--- config.mk ---
export PLATFORM = sky130hd
export DESIGN_NAME = tag_lookup_sequencer_flat
export DESIGN_NICKNAME = d
export VERILOG_FILES = /design/src/rtl/tag_lookup_sequencer_if.sv /design/src/rtl/tag_lookup_sequencer.sv /design/src/flat_wrapper.sv
export SDC_FILE = /design/constraint.sdc
export NUM_CORES = 1
export LEC_CHECK = 0
export BUFFER_PORTS_ARGS = -buffer_cell sky130_fd_sc_hd__buf_4
export CELL_PAD_IN_SITES_DETAIL_PLACEMENT = 1
export CELL_PAD_IN_SITES_GLOBAL_PLACEMENT = 1
export CORE_MARGIN = 2
export CORE_UTILIZATION = 34
export CTS_CLUSTER_SIZE = 30
export DETAILED_ROUTE_END_ITERATION = 10
export PLACE_DENSITY = 0.79
export SLEW_MARGIN = 40
export SYNTH_ARGS = -nofsm -noshare
export SYNTH_HDL_FRONTEND = slang
export SYNTH_SLANG_ARGS = --single-unit
--- constraint.sdc ---
create_clock -name clk -period 2.4 [get_ports clk]
set_input_delay 0.12 -clock clk [delete_from_list [all_inputs] [get_ports clk]]
set_output_delay 0.12 -clock clk [all_outputs]
set_load 0.1 [all_outputs]
--- src/rtl/tag_lookup_sequencer_if.sv ---
// Lookup bus for the tag sequencer: request/response handshakes plus the tag-array and
// comparator side-band. The sequencer takes the slave modport.
interface tag_lookup_sequencer_if #(
  parameter int unsigned AddressSize = 32,
  parameter int unsigned TagBits     = 12,
  parameter int unsigned WayBits     = 3,
  parameter int unsigned CountBits   = 16
);
  logic                   reqValid;
  logic                   reqReady;
  logic [AddressSize-1:0] reqAddress;
  logic [WayBits-1:0]     waySel;
  logic [TagBits-1:0]     wayTag;
  logic                   wayValid;
  logic [TagBits-1:0]     cmpAddressTag;
  logic [TagBits-1:0]     cmpCacheTag;
  logic                   cmpMatch;
  logic                   respValid;
  logic                   respReady;
  logic                   respHit;
  logic [WayBits-1:0]     respWay;
  logic [AddressSize-1:0] respAddress;
  logic [CountBits-1:0]   hitCount;
  logic [CountBits-1:0]   missCount;

  modport slave (
    input  reqValid, reqAddress, wayTag, wayValid, cmpMatch, respReady,
    output reqReady, waySel, cmpAddressTag, cmpCacheTag, respValid, respHit, respWay,
           respAddress, hitCount, missCount
  );

  modport master (
    output reqValid, reqAddress, wayTag, wayValid, cmpMatch, respReady,
    input  reqReady, waySel, cmpAddressTag, cmpCacheTag, respValid, respHit, respWay,
           respAddress, hitCount, missCount
  );
endinterface

--- src/rtl/tag_lookup_sequencer.sv ---
// Walks one shared tag comparator across the ways of a set, one way per cycle, and returns
// hit/miss with the first matching valid way. Keeps saturating hit/miss counters.
module tag_lookup_sequencer #(
  parameter int unsigned AddressSize = 32,
  parameter int unsigned TagBits     = 12,
  parameter int unsigned Ways        = 8,
  parameter int unsigned WayBits     = 3,
  parameter int unsigned CountBits   = 16
) (
  input  logic                  clk,
  input  logic                  rst_n,
  tag_lookup_sequencer_if.slave bus_io
);

  typedef enum logic [1:0] {StIdle, StScan, StDone} state_e;

  localparam logic [WayBits-1:0] LastWay = WayBits'(Ways - 1);

  state_e                 state_q, state_d;
  logic [WayBits-1:0]     way_sel_q, way_sel_d;
  logic [AddressSize-1:0] addr_q, addr_d;
  logic                   resp_hit_q, resp_hit_d;
  logic [WayBits-1:0]     resp_way_q, resp_way_d;
  logic [CountBits-1:0]   hit_cnt_q, hit_cnt_d;
  logic [CountBits-1:0]   miss_cnt_q, miss_cnt_d;
  logic                   way_hit;

  assign way_hit = bus_io.cmpMatch && bus_io.wayValid;

  always_ff @(posedge clk) begin
    if (!rst_n) begin
      state_q    <= StIdle;
      way_sel_q  <= '0;
      addr_q     <= '0;
      resp_hit_q <= 1'b0;
      resp_way_q <= '0;
      hit_cnt_q  <= '0;
      miss_cnt_q <= '0;
    end else begin
      state_q    <= state_d;
      way_sel_q  <= way_sel_d;
      addr_q     <= addr_d;
      resp_hit_q <= resp_hit_d;
      resp_way_q <= resp_way_d;
      hit_cnt_q  <= hit_cnt_d;
      miss_cnt_q <= miss_cnt_d;
    end
  end

  always_comb begin
    state_d    = state_q;
    way_sel_d  = way_sel_q;
    addr_d     = addr_q;
    resp_hit_d = resp_hit_q;
    resp_way_d = resp_way_q;
    hit_cnt_d  = hit_cnt_q;
    miss_cnt_d = miss_cnt_q;
    unique case (state_q)
      StIdle: begin
        if (bus_io.reqValid) begin
          addr_d    = bus_io.reqAddress;
          way_sel_d = '0;
          state_d   = StScan;
        end
      end
      StScan: begin
        // First hit ends the scan, so the lowest matching way wins.
        if (way_hit) begin
          resp_hit_d = 1'b1;
          resp_way_d = way_sel_q;
          state_d    = StDone;
          if (hit_cnt_q != '1) hit_cnt_d = hit_cnt_q + 1'b1;
        end else if (way_sel_q == LastWay) begin
          resp_hit_d = 1'b0;
          resp_way_d = '0;
          state_d    = StDone;
          if (miss_cnt_q != '1) miss_cnt_d = miss_cnt_q + 1'b1;
        end else begin
          way_sel_d = way_sel_q + 1'b1;
        end
      end
      StDone: begin
        if (bus_io.respReady) state_d = StIdle;
      end
      default: state_d = StIdle;
    endcase
  end

  always_comb begin
    bus_io.reqReady      = (state_q == StIdle);
    bus_io.respValid     = (state_q == StDone);
    bus_io.waySel        = way_sel_q;
    bus_io.cmpAddressTag = addr_q[AddressSize-1 -: TagBits];
    bus_io.cmpCacheTag   = bus_io.wayTag;
    bus_io.respHit       = resp_hit_q;
    bus_io.respWay       = resp_way_q;
    bus_io.respAddress   = addr_q;
    bus_io.hitCount      = hit_cnt_q;
    bus_io.missCount     = miss_cnt_q;
  end

endmodule

--- src/flat_wrapper.sv ---
// flat-port wrapper written by rule: the top's interface ports become plain ports
module tag_lookup_sequencer_flat 
#(
  parameter int unsigned AddressSize = 32,
  parameter int unsigned TagBits     = 12,
  parameter int unsigned Ways        = 8,
  parameter int unsigned WayBits     = 3,
  parameter int unsigned CountBits   = 16
)
  (clk, rst_n, bus_io_reqValid, bus_io_reqAddress, bus_io_wayTag, bus_io_wayValid, bus_io_cmpMatch, bus_io_respReady, bus_io_reqReady, bus_io_waySel, bus_io_cmpAddressTag, bus_io_cmpCacheTag, bus_io_respValid, bus_io_respHit, bus_io_respWay, bus_io_respAddress, bus_io_hitCount, bus_io_missCount);
  tag_lookup_sequencer_if #(.AddressSize(AddressSize), .TagBits(TagBits), .WayBits(WayBits), .CountBits(CountBits)) bus_io_i ();
  input  logic clk;
  input  logic rst_n;
  input wire logic [$bits(bus_io_i.reqValid)-1:0] bus_io_reqValid;
  input wire logic [$bits(bus_io_i.reqAddress)-1:0] bus_io_reqAddress;
  input wire logic [$bits(bus_io_i.wayTag)-1:0] bus_io_wayTag;
  input wire logic [$bits(bus_io_i.wayValid)-1:0] bus_io_wayValid;
  input wire logic [$bits(bus_io_i.cmpMatch)-1:0] bus_io_cmpMatch;
  input wire logic [$bits(bus_io_i.respReady)-1:0] bus_io_respReady;
  output wire logic [$bits(bus_io_i.reqReady)-1:0] bus_io_reqReady;
  output wire logic [$bits(bus_io_i.waySel)-1:0] bus_io_waySel;
  output wire logic [$bits(bus_io_i.cmpAddressTag)-1:0] bus_io_cmpAddressTag;
  output wire logic [$bits(bus_io_i.cmpCacheTag)-1:0] bus_io_cmpCacheTag;
  output wire logic [$bits(bus_io_i.respValid)-1:0] bus_io_respValid;
  output wire logic [$bits(bus_io_i.respHit)-1:0] bus_io_respHit;
  output wire logic [$bits(bus_io_i.respWay)-1:0] bus_io_respWay;
  output wire logic [$bits(bus_io_i.respAddress)-1:0] bus_io_respAddress;
  output wire logic [$bits(bus_io_i.hitCount)-1:0] bus_io_hitCount;
  output wire logic [$bits(bus_io_i.missCount)-1:0] bus_io_missCount;
  assign bus_io_i.reqValid = bus_io_reqValid;
  assign bus_io_i.reqAddress = bus_io_reqAddress;
  assign bus_io_i.wayTag = bus_io_wayTag;
  assign bus_io_i.wayValid = bus_io_wayValid;
  assign bus_io_i.cmpMatch = bus_io_cmpMatch;
  assign bus_io_i.respReady = bus_io_respReady;
  assign bus_io_reqReady = bus_io_i.reqReady;
  assign bus_io_waySel = bus_io_i.waySel;
  assign bus_io_cmpAddressTag = bus_io_i.cmpAddressTag;
  assign bus_io_cmpCacheTag = bus_io_i.cmpCacheTag;
  assign bus_io_respValid = bus_io_i.respValid;
  assign bus_io_respHit = bus_io_i.respHit;
  assign bus_io_respWay = bus_io_i.respWay;
  assign bus_io_respAddress = bus_io_i.respAddress;
  assign bus_io_hitCount = bus_io_i.hitCount;
  assign bus_io_missCount = bus_io_i.missCount;
  tag_lookup_sequencer #(.AddressSize(AddressSize), .TagBits(TagBits), .Ways(Ways), .WayBits(WayBits), .CountBits(CountBits)) u_core (.clk(clk), .rst_n(rst_n), .bus_io(bus_io_i));
endmodule
==> results.sh <==
export IMPL_wl_um=9613
export IMPL_crit_path_max_fanout=12
export IMPL_rsz0062_at_grt="no"
export IMPL_crit_type="flop to flop"
export IMPL_cts_root_buf="clkbuf_8"
export IMPL_die_h_um=104.4
export IMPL_crit_arrival_ns=2.27
export IMPL_synth_top_cell_by_area="dfxtp_1"
export IMPL_grt_ovfl_total=0
export IMPL_ys_ff_latch=73
export IMPL_grt_pass1_vias=3336
export IMPL_min_delay_path_depth=3
export IMPL_dr_first_iter_drc_count=71
export IMPL_yosysUniqueCellTypes=44
export IMPL_relSlewSlack=0.5279
export IMPL_crit_path_end_kind="flop"
export IMPL_clkSinkCount=73
export IMPL_core_area_um2=9774
export IMPL_clk_latency_ns=0.34
export IMPL_routedWlPerCell_um=15.00
export IMPL_nets=558
export IMPL_dp_hpwl_um=6973
export IMPL_finClkSkew_ns=0.007361
export IMPL_dr_pass1_iters=4
export IMPL_cts_buffer_depth=2
export IMPL_post_cts_resized=0
export IMPL_p_sw_uw=999.1
export IMPL_gp_congestion=0.7634
export IMPL_ys_seq_area_frac=0.4263
export IMPL_grt_pass1_wl_um=16310
export IMPL_drcViolationCount=0
export IMPL_status="completed"
export IMPL_clkPwrFrac=0.377
export IMPL_p_leak_uw=0.001857
export IMPL_final_max_slew_viol_count=0
export IMPL_r2r_slack_ns=0.40
export IMPL_initial_utilization=0.3507
export IMPL_post_place_ws_ns=0.4134
export IMPL_fin_crit_sh=0.8319
export IMPL_required_ns=2.67
export IMPL_r2r_cells=4
export IMPL_nFillCells=1192
export IMPL_worst_slack_ns=0.4035
export IMPL_seqPwrFrac=0.411
export IMPL_total_power_uw=3116
export IMPL_synth_cells=408
export IMPL_viasPerCell=5.117
export IMPL_avgSynthCellArea_um2=8.403
export IMPL_cts_tree="yes"
export IMPL_hold_class="input pin to flop"
export IMPL_path_clk_slew_ns=0.08
export IMPL_hold_start="bus_io_reqAddress[20]"
export IMPL_rows=36
export IMPL_finalHoldWorstSlack_ns=0.01934
export IMPL_max_cap_violations=0
export IMPL_portBuffers=122
export IMPL_worstHoldEndpoint="u_core.bus_io.respAddress[20]"
export IMPL_n_antenna_cell=0
export IMPL_num_io_pins=147
export IMPL_switching_share=0.3206
export IMPL_start_kind="flop"
export IMPL_syn_num_nets=463
export IMPL_track_usage=0.1811
export IMPL_vias=3280
export IMPL_cellInternalPower_uw=2117
export IMPL_async_reset_ff_frac=0
export IMPL_combPwrFrac=0.212
export IMPL_tns_ns=0
export IMPL_mappedNetlistArea_um2=3428
export IMPL_final_layout_size_suffix_gt1_frac=0.3130
export IMPL_tightest_slew_ns=0.7017
export IMPL_vdd_ir_drop_max_mv=0.2921
export IMPL_ys_warn_count=0
export IMPL_antenna_found_initial=0
export IMPL_synth_flop_cell="dfxtp_1"
export IMPL_place_inst=622
export IMPL_rr_endpoint="u_core.bus_io.hitCount[7]"
export IMPL_syn2layout_area_growth_pct=32.37
export IMPL_numCtsBuffers=9
export IMPL_fmax_ghz=0.5009
export IMPL_synthTopCellsByArea="dfxtp_1 43%, nand2_1 10%, a21oi_1 7.7%"
export IMPL_dieArea_um2=10900
export IMPL_r2r_start="u_core.state_q[0]"
export IMPL_htreeDepth=3
export IMPL_grt_max_degree=50
export IMPL_power_density_nw_per_um2=686.6
export IMPL_yosysTopAreaCellShare=0.4263
export IMPL_setup_viol=0
export IMPL_synth_edf_count=0
export IMPL_final_hold_viol_count=0
export IMPL_antenna_left=0
export IMPL_stdcell_count=641
export IMPL_fin_crit_ns=1.997
export IMPL_fp_dieW_um=104.4
==> placed cells by master, fill, tap and decap left out, types with 4 or more instances in the layout <==
cell type and instances:
inv_1 5, nand2_1 94, nor2_1 9, nor3_1 4
nand4_1 8, buf_4 125, or3_1 6, nand3_1 8
mux2i_1 12, o31ai_1 10, clkbuf_8 10, or4_1 9
dfxtp_1 69, o21ai_0 7, ha_1 5, nor4_1 9
dfxtp_2 4, a21oi_1 53, nand2b_1 12
==> cell usage after synthesis (2+ instances only) <==
master	n
o31ai_1	10
mux2i_1	12
nor4_4	2
o41ai_1	2
nor2_1	10
nand4_1	8
nand3_2	2
and2_1	2
or3_1	6
dfxtp_1	73
ha_1	5
and3_1	3
a21oi_1	53
a22oi_1	3
o21a_1	2
a31oi_1	3
buf_2	3
buf_4	24
o21ai_0	7
nor4_1	9
clkbuf_1	14
and4_1	3
nand4_4	2
buf_6	2
or4_1	9
nand2b_1	12
and2b_2	2
inv_1	6
nand2_1	94
nor3_1	4
nand3_1	8
==> layout make-up <==
| type | instances | area (µm²) | share of cell area |
|---|---|---|---|
| Timing Repair Buffer | 128 | 968.4 | 0.2134 |
| Sequential cell | 73 | 1466 | 0.3231 |
| Multi-Input combinational cell | 285 | 1668 | 0.3675 |
| Clock inverter | 5 | 102.6 | 0.02261 |
| Inverter | 6 | 25.02 | 0.005514 |
| Clock buffer | 11 | 141.4 | 0.03116 |
| Tap cell | 133 | 166.4 | 0.03667 |
==> cell families (layout without fill, tap and decap cells) <==
logic type               count (synthesis)  in the layout  synth area share
adder cells (fa/ha/maj)                  5              5           0.01825
AO/OA/AOI/OAI                           86             86            0.1464
buffers and inverters                   50            150           0.08795
flip-flops                              73             73            0.4263
AND/OR/NAND/NOR                        182            182            0.2861
multiplexers                            12             12           0.03504
==> routing by layer <==
metal / part of all wire / routed length, µm / global-route usage / vias up
met4: 0.0094 / 90 / 0.06178 / 0
met5: 0 / 0 / 0 / -
met1: 0.43 / 4097 / 0.2171 / 1566
met2: 0.48 / 4622 / 0.2979 / 92
li1: - / - / - / 1612
met3: 0.084 / 803 / 0.06704 / 10
==> worst max-delay path, cell delays in order, from the launching register on <==
cell     delay [ns]
dfxtp_1        0.43
and4b_1        0.57
nand4_4        0.24
or4_1          0.54
a21oi_1        0.14
==> power groups by stage <==
stage | Clock (µW) | Sequential (µW) | Combinational [µW]
2_1_floorplan | 0 | 1580 | 335
3_3_place_gp | 0 | 1310 | 655
3_5_place_dp | 0 | 1310 | 662
4_1_cts | 1210 | 1280 | 666
5_1_grt | 1250 | 1290 | 693
6_report | 1180 | 1280 | 660
==> worst max path at each step <==
stage / startpoint / end / slack, ns / cells past startpoint
2_1_floorplan: u_core.bus_io.waySel[2] / u_core.bus_io.missCount[7] / 0.06 / 5
3_3_place_gp: u_core.state_q[1] / u_core.bus_io.hitCount[7] / 0.52 / 4
3_5_place_dp: u_core.state_q[0] / u_core.bus_io.hitCount[7] / 0.41 / 4
4_1_cts: u_core.state_q[0] / u_core.bus_io.hitCount[7] / 0.38 / 4
5_1_grt: u_core.state_q[0] / u_core.bus_io.hitCount[7] / 0.23 / 4
6_report: u_core.state_q[0] / u_core.bus_io.hitCount[7] / 0.40 / 4
==> what timing repair did <==
item / CTS / global route
buffers inserted: 0 / 0
endpoints found under the hold margin: 3 / 0
hold buffers: 3 / 0
==> metrics by stage <==
step,util,instance area [µm²]
finish,0.4643,4538
global route,0.4643,4538
CTS,0.4643,4538
detailed placement,0.4363,4264
global placement,0.4360,4262
floorplan,-,3436
==> state kept, by name (all words and copies together), names as in the netlist <==
register / flops
u_core.bus_io.respWay: 3
u_core.bus_io.waySel: 3
u_core.bus_io.missCount: 16
u_core.bus_io.respAddress: 32
u_core.bus_io.hitCount: 16
u_core.state_q: 2
u_core.bus_io.respHit: 1
No activity file was read; power rests on OpenSTA's default activity.
